[src/rtl/exp_log_encoder_pkg.sv]
// exp_log_encoder_pkg
//   Shared definitions for the exponential amplitude curve and its inverse
//   encoder: index/amplitude widths, the 32-entry curve and the encoder FSM
//   state type. Forward and inverse paths both read CURVE from here.
//   Optional feature macro: EXP_LOG_ENCODER_ROUND_EN (adds ST_ROUND).
package exp_log_encoder_pkg;

  localparam int unsigned CODE_W = 5;
  localparam int unsigned AMP_W  = 7;

  // Non-decreasing exponential amplitude curve, index 0..31.
  localparam logic [AMP_W-1:0] CURVE [32] = '{
    7'd0,   7'd0,   7'd0,   7'd1,   7'd2,   7'd3,   7'd4,   7'd6,
    7'd8,   7'd10,  7'd13,  7'd15,  7'd19,  7'd22,  7'd25,  7'd29,
    7'd33,  7'd38,  7'd42,  7'd47,  7'd52,  7'd58,  7'd63,  7'd69,
    7'd76,  7'd82,  7'd89,  7'd96,  7'd103, 7'd111, 7'd118, 7'd127
  };

  typedef enum logic [1:0] {
    ST_IDLE   = 2'd0,
    ST_SEARCH = 2'd1,
`ifdef EXP_LOG_ENCODER_ROUND_EN
    ST_DONE   = 2'd2,
    ST_ROUND  = 2'd3
`else
    ST_DONE   = 2'd2
`endif
  } state_e;

endpackage

[src/rtl/exp_curve_rom.sv]
// exp_curve_rom
//   Combinational index -> amplitude lookup of the shared exponential curve.
//   Ports:
//     idx  in  CODE_W  curve index
//     val  out AMP_W   CURVE[idx]
module exp_curve_rom
  import exp_log_encoder_pkg::*;
(
  input  logic [CODE_W-1:0] idx,
  output logic [AMP_W-1:0]  val
);

  always_comb begin
    val = CURVE[idx];
  end

endmodule

[src/rtl/exp_log_encoder.sv]
// exp_log_encoder
//   Inverse of the exponential amplitude curve: converts a 7-bit linear
//   amplitude into the 5-bit curve index whose value best matches it, using a
//   successive-approximation search that resolves one index bit per cycle.
//   Default result is the floor index (largest k with CURVE[k] <= in).
//   Optional macro EXP_LOG_ENCODER_ROUND_EN adds a rounding cycle that picks
//   k+1 when it is strictly closer (ties stay at k).
//   Ports:
//     MHz10     in   1  system clock, rising edge
//     nrst      in   1  asynchronous active-low reset
//     en        in   1  enable; low aborts a search and blocks starts
//     in        in   7  linear amplitude, sampled on the start edge
//     ready     in   1  start strobe, honoured only when enabled and idle
//     code_out  out  5  resulting curve index, held until the next result
//     valid     out  1  one-cycle pulse when code_out updates
//     busy      out  1  high while searching (and rounding)
module exp_log_encoder
  import exp_log_encoder_pkg::*;
(
  input  logic              MHz10,
  input  logic              nrst,
  input  logic              en,
  input  logic [AMP_W-1:0]  in,
  input  logic              ready,
  output logic [CODE_W-1:0] code_out,
  output logic              valid,
  output logic              busy
);

  state_e              state_q, state_d;
  logic [AMP_W-1:0]    x_q, x_d;
  logic [CODE_W-1:0]   code_q, code_d;
  logic [2:0]          bit_q, bit_d;
  logic [CODE_W-1:0]   code_out_q, code_out_d;
  logic                valid_q, valid_d;

  logic [CODE_W-1:0]   trial;
  logic [CODE_W-1:0]   rom_idx;
  logic [AMP_W-1:0]    c_lo;

  assign trial = code_q | (CODE_W'(1) << bit_q);

  // One lookup serves both the trial probe in SEARCH and C[k] in ROUND.
  exp_curve_rom u_rom_lo (
    .idx (rom_idx),
    .val (c_lo)
  );

`ifdef EXP_LOG_ENCODER_ROUND_EN
  logic [CODE_W-1:0]   code_inc;
  logic [AMP_W-1:0]    c_hi;
  logic [AMP_W:0]      diff_hi;
  logic [AMP_W:0]      diff_lo;

  assign code_inc = code_q + CODE_W'(1);

  exp_curve_rom u_rom_hi (
    .idx (code_inc),
    .val (c_hi)
  );

  // Floor guarantees C[k] <= x < C[k+1] (for k<31), so both are non-negative;
  // 8 bits keeps them wrap-free regardless.
  assign diff_hi = {1'b0, c_hi} - {1'b0, x_q};
  assign diff_lo = {1'b0, x_q}  - {1'b0, c_lo};
`endif

  always_comb begin
    state_d    = state_q;
    x_d        = x_q;
    code_d     = code_q;
    bit_d      = bit_q;
    code_out_d = code_out_q;
    valid_d    = 1'b0;
    rom_idx    = code_q;

    case (state_q)
      ST_IDLE: begin
        if (en && ready) begin
          x_d     = in;
          code_d  = '0;
          bit_d   = 3'd4;
          state_d = ST_SEARCH;
        end
      end
      ST_SEARCH: begin
        rom_idx = trial;
        if (c_lo <= x_q) begin
          code_d = trial;
        end
        bit_d = bit_q - 3'd1;
        if (bit_q == 3'd0) begin
`ifdef EXP_LOG_ENCODER_ROUND_EN
          state_d = ST_ROUND;
`else
          state_d = ST_DONE;
`endif
        end
      end
`ifdef EXP_LOG_ENCODER_ROUND_EN
      ST_ROUND: begin
        if ((code_q != '1) && (diff_hi < diff_lo)) begin
          code_d = code_inc;
        end
        state_d = ST_DONE;
      end
`endif
      ST_DONE: begin
        code_out_d = code_q;
        valid_d    = 1'b1;
        state_d    = ST_IDLE;
      end
      default: begin
        state_d = ST_IDLE;
      end
    endcase

    // Enable drop aborts any in-flight work without publishing a result.
    if ((state_q != ST_IDLE) && !en) begin
      state_d    = ST_IDLE;
      code_out_d = code_out_q;
      valid_d    = 1'b0;
    end
  end

  always_ff @(posedge MHz10 or negedge nrst) begin
    if (!nrst) begin
      state_q    <= ST_IDLE;
      x_q        <= '0;
      code_q     <= '0;
      bit_q      <= '0;
      code_out_q <= '0;
      valid_q    <= 1'b0;
    end else begin
      state_q    <= state_d;
      x_q        <= x_d;
      code_q     <= code_d;
      bit_q      <= bit_d;
      code_out_q <= code_out_d;
      valid_q    <= valid_d;
    end
  end

  assign code_out = code_out_q;
  assign valid    = valid_q;
`ifdef EXP_LOG_ENCODER_ROUND_EN
  assign busy     = (state_q == ST_SEARCH) || (state_q == ST_ROUND);
`else
  assign busy     = (state_q == ST_SEARCH);
`endif

endmodule

[config.mk]
export PLATFORM = sky130hd
export DESIGN_NAME = exp_log_encoder
export DESIGN_NICKNAME = d
export VERILOG_FILES = /design/src/rtl/exp_log_encoder_pkg.sv /design/src/rtl/exp_curve_rom.sv /design/src/rtl/exp_log_encoder.sv
export SDC_FILE = /design/constraint.sdc
export NUM_CORES = 1
export LEC_CHECK = 0
export CORE_UTILIZATION = 50
export DETAILED_ROUTE_END_ITERATION = 8
export DONT_BUFFER_PORTS = 1
export SYNTH_ARGS = -nofsm -noshare
export SYNTH_HDL_FRONTEND = slang
export SYNTH_SLANG_ARGS = --single-unit
[constraint.sdc]
create_clock -name MHz10 -period 5.2 [get_ports MHz10]
set_input_delay 1.3 -clock MHz10 [delete_from_list [all_inputs] [get_ports MHz10]]
set_output_delay 1.3 -clock MHz10 [all_outputs]
set_load 0.05 [all_outputs]
==> out/results.txt <==
status: finished, violations left
violations in the final reports: design-rule violations
post-CTS setup buffer count: 0
Pre-antenna DRT Iters: 6
Post-synth EDFFs: 0
Synth area leader: dfrtp_1
count leader, synth: dfrtp_1
# setup viols final: 0
Mean Syn Cell Area: 9.35 sq um
DRC: 1
Crit path arrival time: 3.56 ns
hold buffers post-CTS: 0
DP Worst Slack: 1.91 ns
maxcap violations: 0
share of layout cells above drive strength 1: 9.20%
startpoint types: flop
Via-to-Cell Ratio: 5.91
synthesis-to-finish area growth: 2.12%
Fmax: 0.296 GHz
slowest CP cell: a31oi_1
Worst-Margin Slew: 1.10 ns
routed via count: 1147
Synth Flop Type: dfrtp_1
Synth Instances: 164
clock skew: 0.0191 ns
Root Driver: clkbuf_4
DRT antenna net count: 0
Peak VDD IR: 0.182 mV
Post-Route WL: 3020 um
largest net degree at the start of global routing: 24
clock tree buffer depth: 2
Core ar.: 2830 sq um
top cell type's share of synthesized area: 37.6%
Hold Slack: 0.548 ns
Power Density: 497 nW/um^2
post-synth cell types: 35
Setup CP Type: reg2reg
IO Pins: 18
antenna cells: 0
total track usage: 20.3%
net count after synthesis: 193
Area contributors post-synth: dfrtp_1 38%, ha_1 15%, o21ai_0 4.6%
vias in the first global route: 1142
initial antenna violation count: 0
Yosys Warn Count: 0
Max Slew Vio Count: 0
Clock Latency Late Sink: 0.31 ns
commonest cells in the netlist: 23 x dfrtp_1, 18 x ha_1, 16 x nand2_1, 15 x inv_1, 14 x o21ai_0
Post-DP HPWL: 2390 um
crit path max fanout: 13
CP delay by family, top: compound AO/OA/AOI/OAI gates
normalized max-slew margin: 25.9%
cts bufs inserted: 3
worst path required time: 5.39 ns
Leak Pwr: 0.758 nW
Fin Setup TNS: 0 ns
Post-Syn Area: 1530 sq um
Critical Path Max Stage Delay: 0.83 ns
CTS Sinks: 23
Setup WS post-layout: 1.83 ns
dpl cells: 190
Final GP Congestion: 0.928
Final nets: 193
clock transition at the registers of the reported paths: 0.13 ns
crit path cell chain: nor2b_2 -> a31oi_1 -> mux2_2 -> o32ai_1 -> a311oi_1 -> ha_1 -> nor2b_1 -> o21ai_0 -> a21oi_1 -> o21ai_1 -> a22o_1
Layout Cells excl Fill: 194
first-pass GRT wire length: 5150 um
async set-reset flop share out of synthesis: 100%
# H-tree levels: 1
total gr overflow: 0
final worst-path cycle share: 64.9%
Rows: 19
Critical Path End Type: flop
post-route minimum period: 3.37 ns
RSZ-0062 raised after global routing: no
x dimension of the die: 57.4 um
DR WL/cell: 15.6 um
total power: 0.779 mW
Resize count post-CTS: 0
Worst Hold Class: reg2reg
Initial DRC Count: 37
Initial Util: 54.2%
PortBufs: 0
die footprint: 3290 sq um
die height: 57.4 um
CTS tree: done
register area share after synthesis: 37.6%
final hold vios: 0
#FFs+latches synth: 23
CP bufs+invs: 0
layout by cell type (no fill, tap or decap), drive strengths merged, types with 2 or more instances in the layout:
| cell type | Yosys | routed |
|---|---|---|
| ha | 18 | 18 |
| clkbuf | 3 | 3 |
| nor2b | 2 | 2 |
| a22o | 6 | 6 |
| nand2 | 17 | 17 |
| inv | 15 | 15 |
| o22ai | 5 | 5 |
| a21o | 3 | 3 |
| nor3 | 2 | 2 |
| mux2i | 2 | 2 |
| a21oi | 12 | 12 |
| o21ai | 16 | 16 |
| xnor2 | 2 | 2 |
| and3 | 2 | 2 |
| mux2 | 6 | 6 |
| nand3b | 2 | 2 |
| dfrtp | 23 | 23 |
| nor2 | 12 | 12 |
| o211ai | 3 | 3 |
through the flow:
step	util, %	cell area (sq um)
6_report	55.3	1570
5_1_grt	55.3	1570
4_1_cts	55.3	1570
3_5_place_dp	54.4	1540
3_3_place_gp	54.4	1540
2_1_floorplan	-	1530
power by group:
part	switching, mW	internal, mW	total (mW)
combinational	0.247	0.168	0.415
clock	0.0497	0.0286	0.0783
sequential	0.0622	0.223	0.285
cells by family (layout without fill, tap and decap cells):
family | after synthesis | after routing | synth area share [%]
compound gates | 52 | 52 | 22.0
xor+xnor | 2 | 2 | 1.14
fa+ha+maj | 18 | 18 | 14.7
buf+inv | 20 | 19 | 5.88
flops | 23 | 23 | 37.6
mux | 8 | 8 | 5.71
simple gates | 41 | 41 | 13.1
layer usage:
layer | GRT usage (%) | up-vias | part of all wire, %
met4 | 4.88 | 0 | 0.53
met5 | 0 | - | 0
li1 | - | 581 | -
met2 | 34.7 | 13 | 49
met3 | 2.72 | 2 | 1.6
met1 | 27.3 | 551 | 49
flip-flops by register name (all words and copies together) (netlist names):
signal	cells
code_out	5
state_q	2
valid	1
code_q	5
bit_q	3
x_q	7
final cells by class:
type / instances / area [sq um]
Clock buffer: 3 / 22.5
Inverter: 15 / 56.3
Sequential cell: 23 / 576
Fill cell: 278 / 1260
Multi-Input combinational cell: 121 / 867
Tap cell: 31 / 38.8
Clock inverter: 1 / 5.00
tightest hold or removal path, delay by kind of cell, from the launching register on:
| family | cells | cell delay (ns) |
|---|---|---|
| and+or+nand+nor | 2 | 0.12 |
| DFF | 1 | 0.41 |
path summary, 6_finish.rpt:
kind	startpoint	to	slack [ns]	depth (start not counted)
worst max-delay path	state_q[0]	code_q[3]	1.83	11
worst min-delay path	x_q[0]	x_q[0]	0.55	2
worst max register to register	state_q[0]	code_q[3]	1.83	11
worst min register to register	x_q[0]	x_q[0]	0.55	2
max in group asynchronous	nrst	code_q[3]	4.44	0
min in group asynchronous	nrst	bit_q[2]	0.66	0
(Power assumes the default switching activity.)
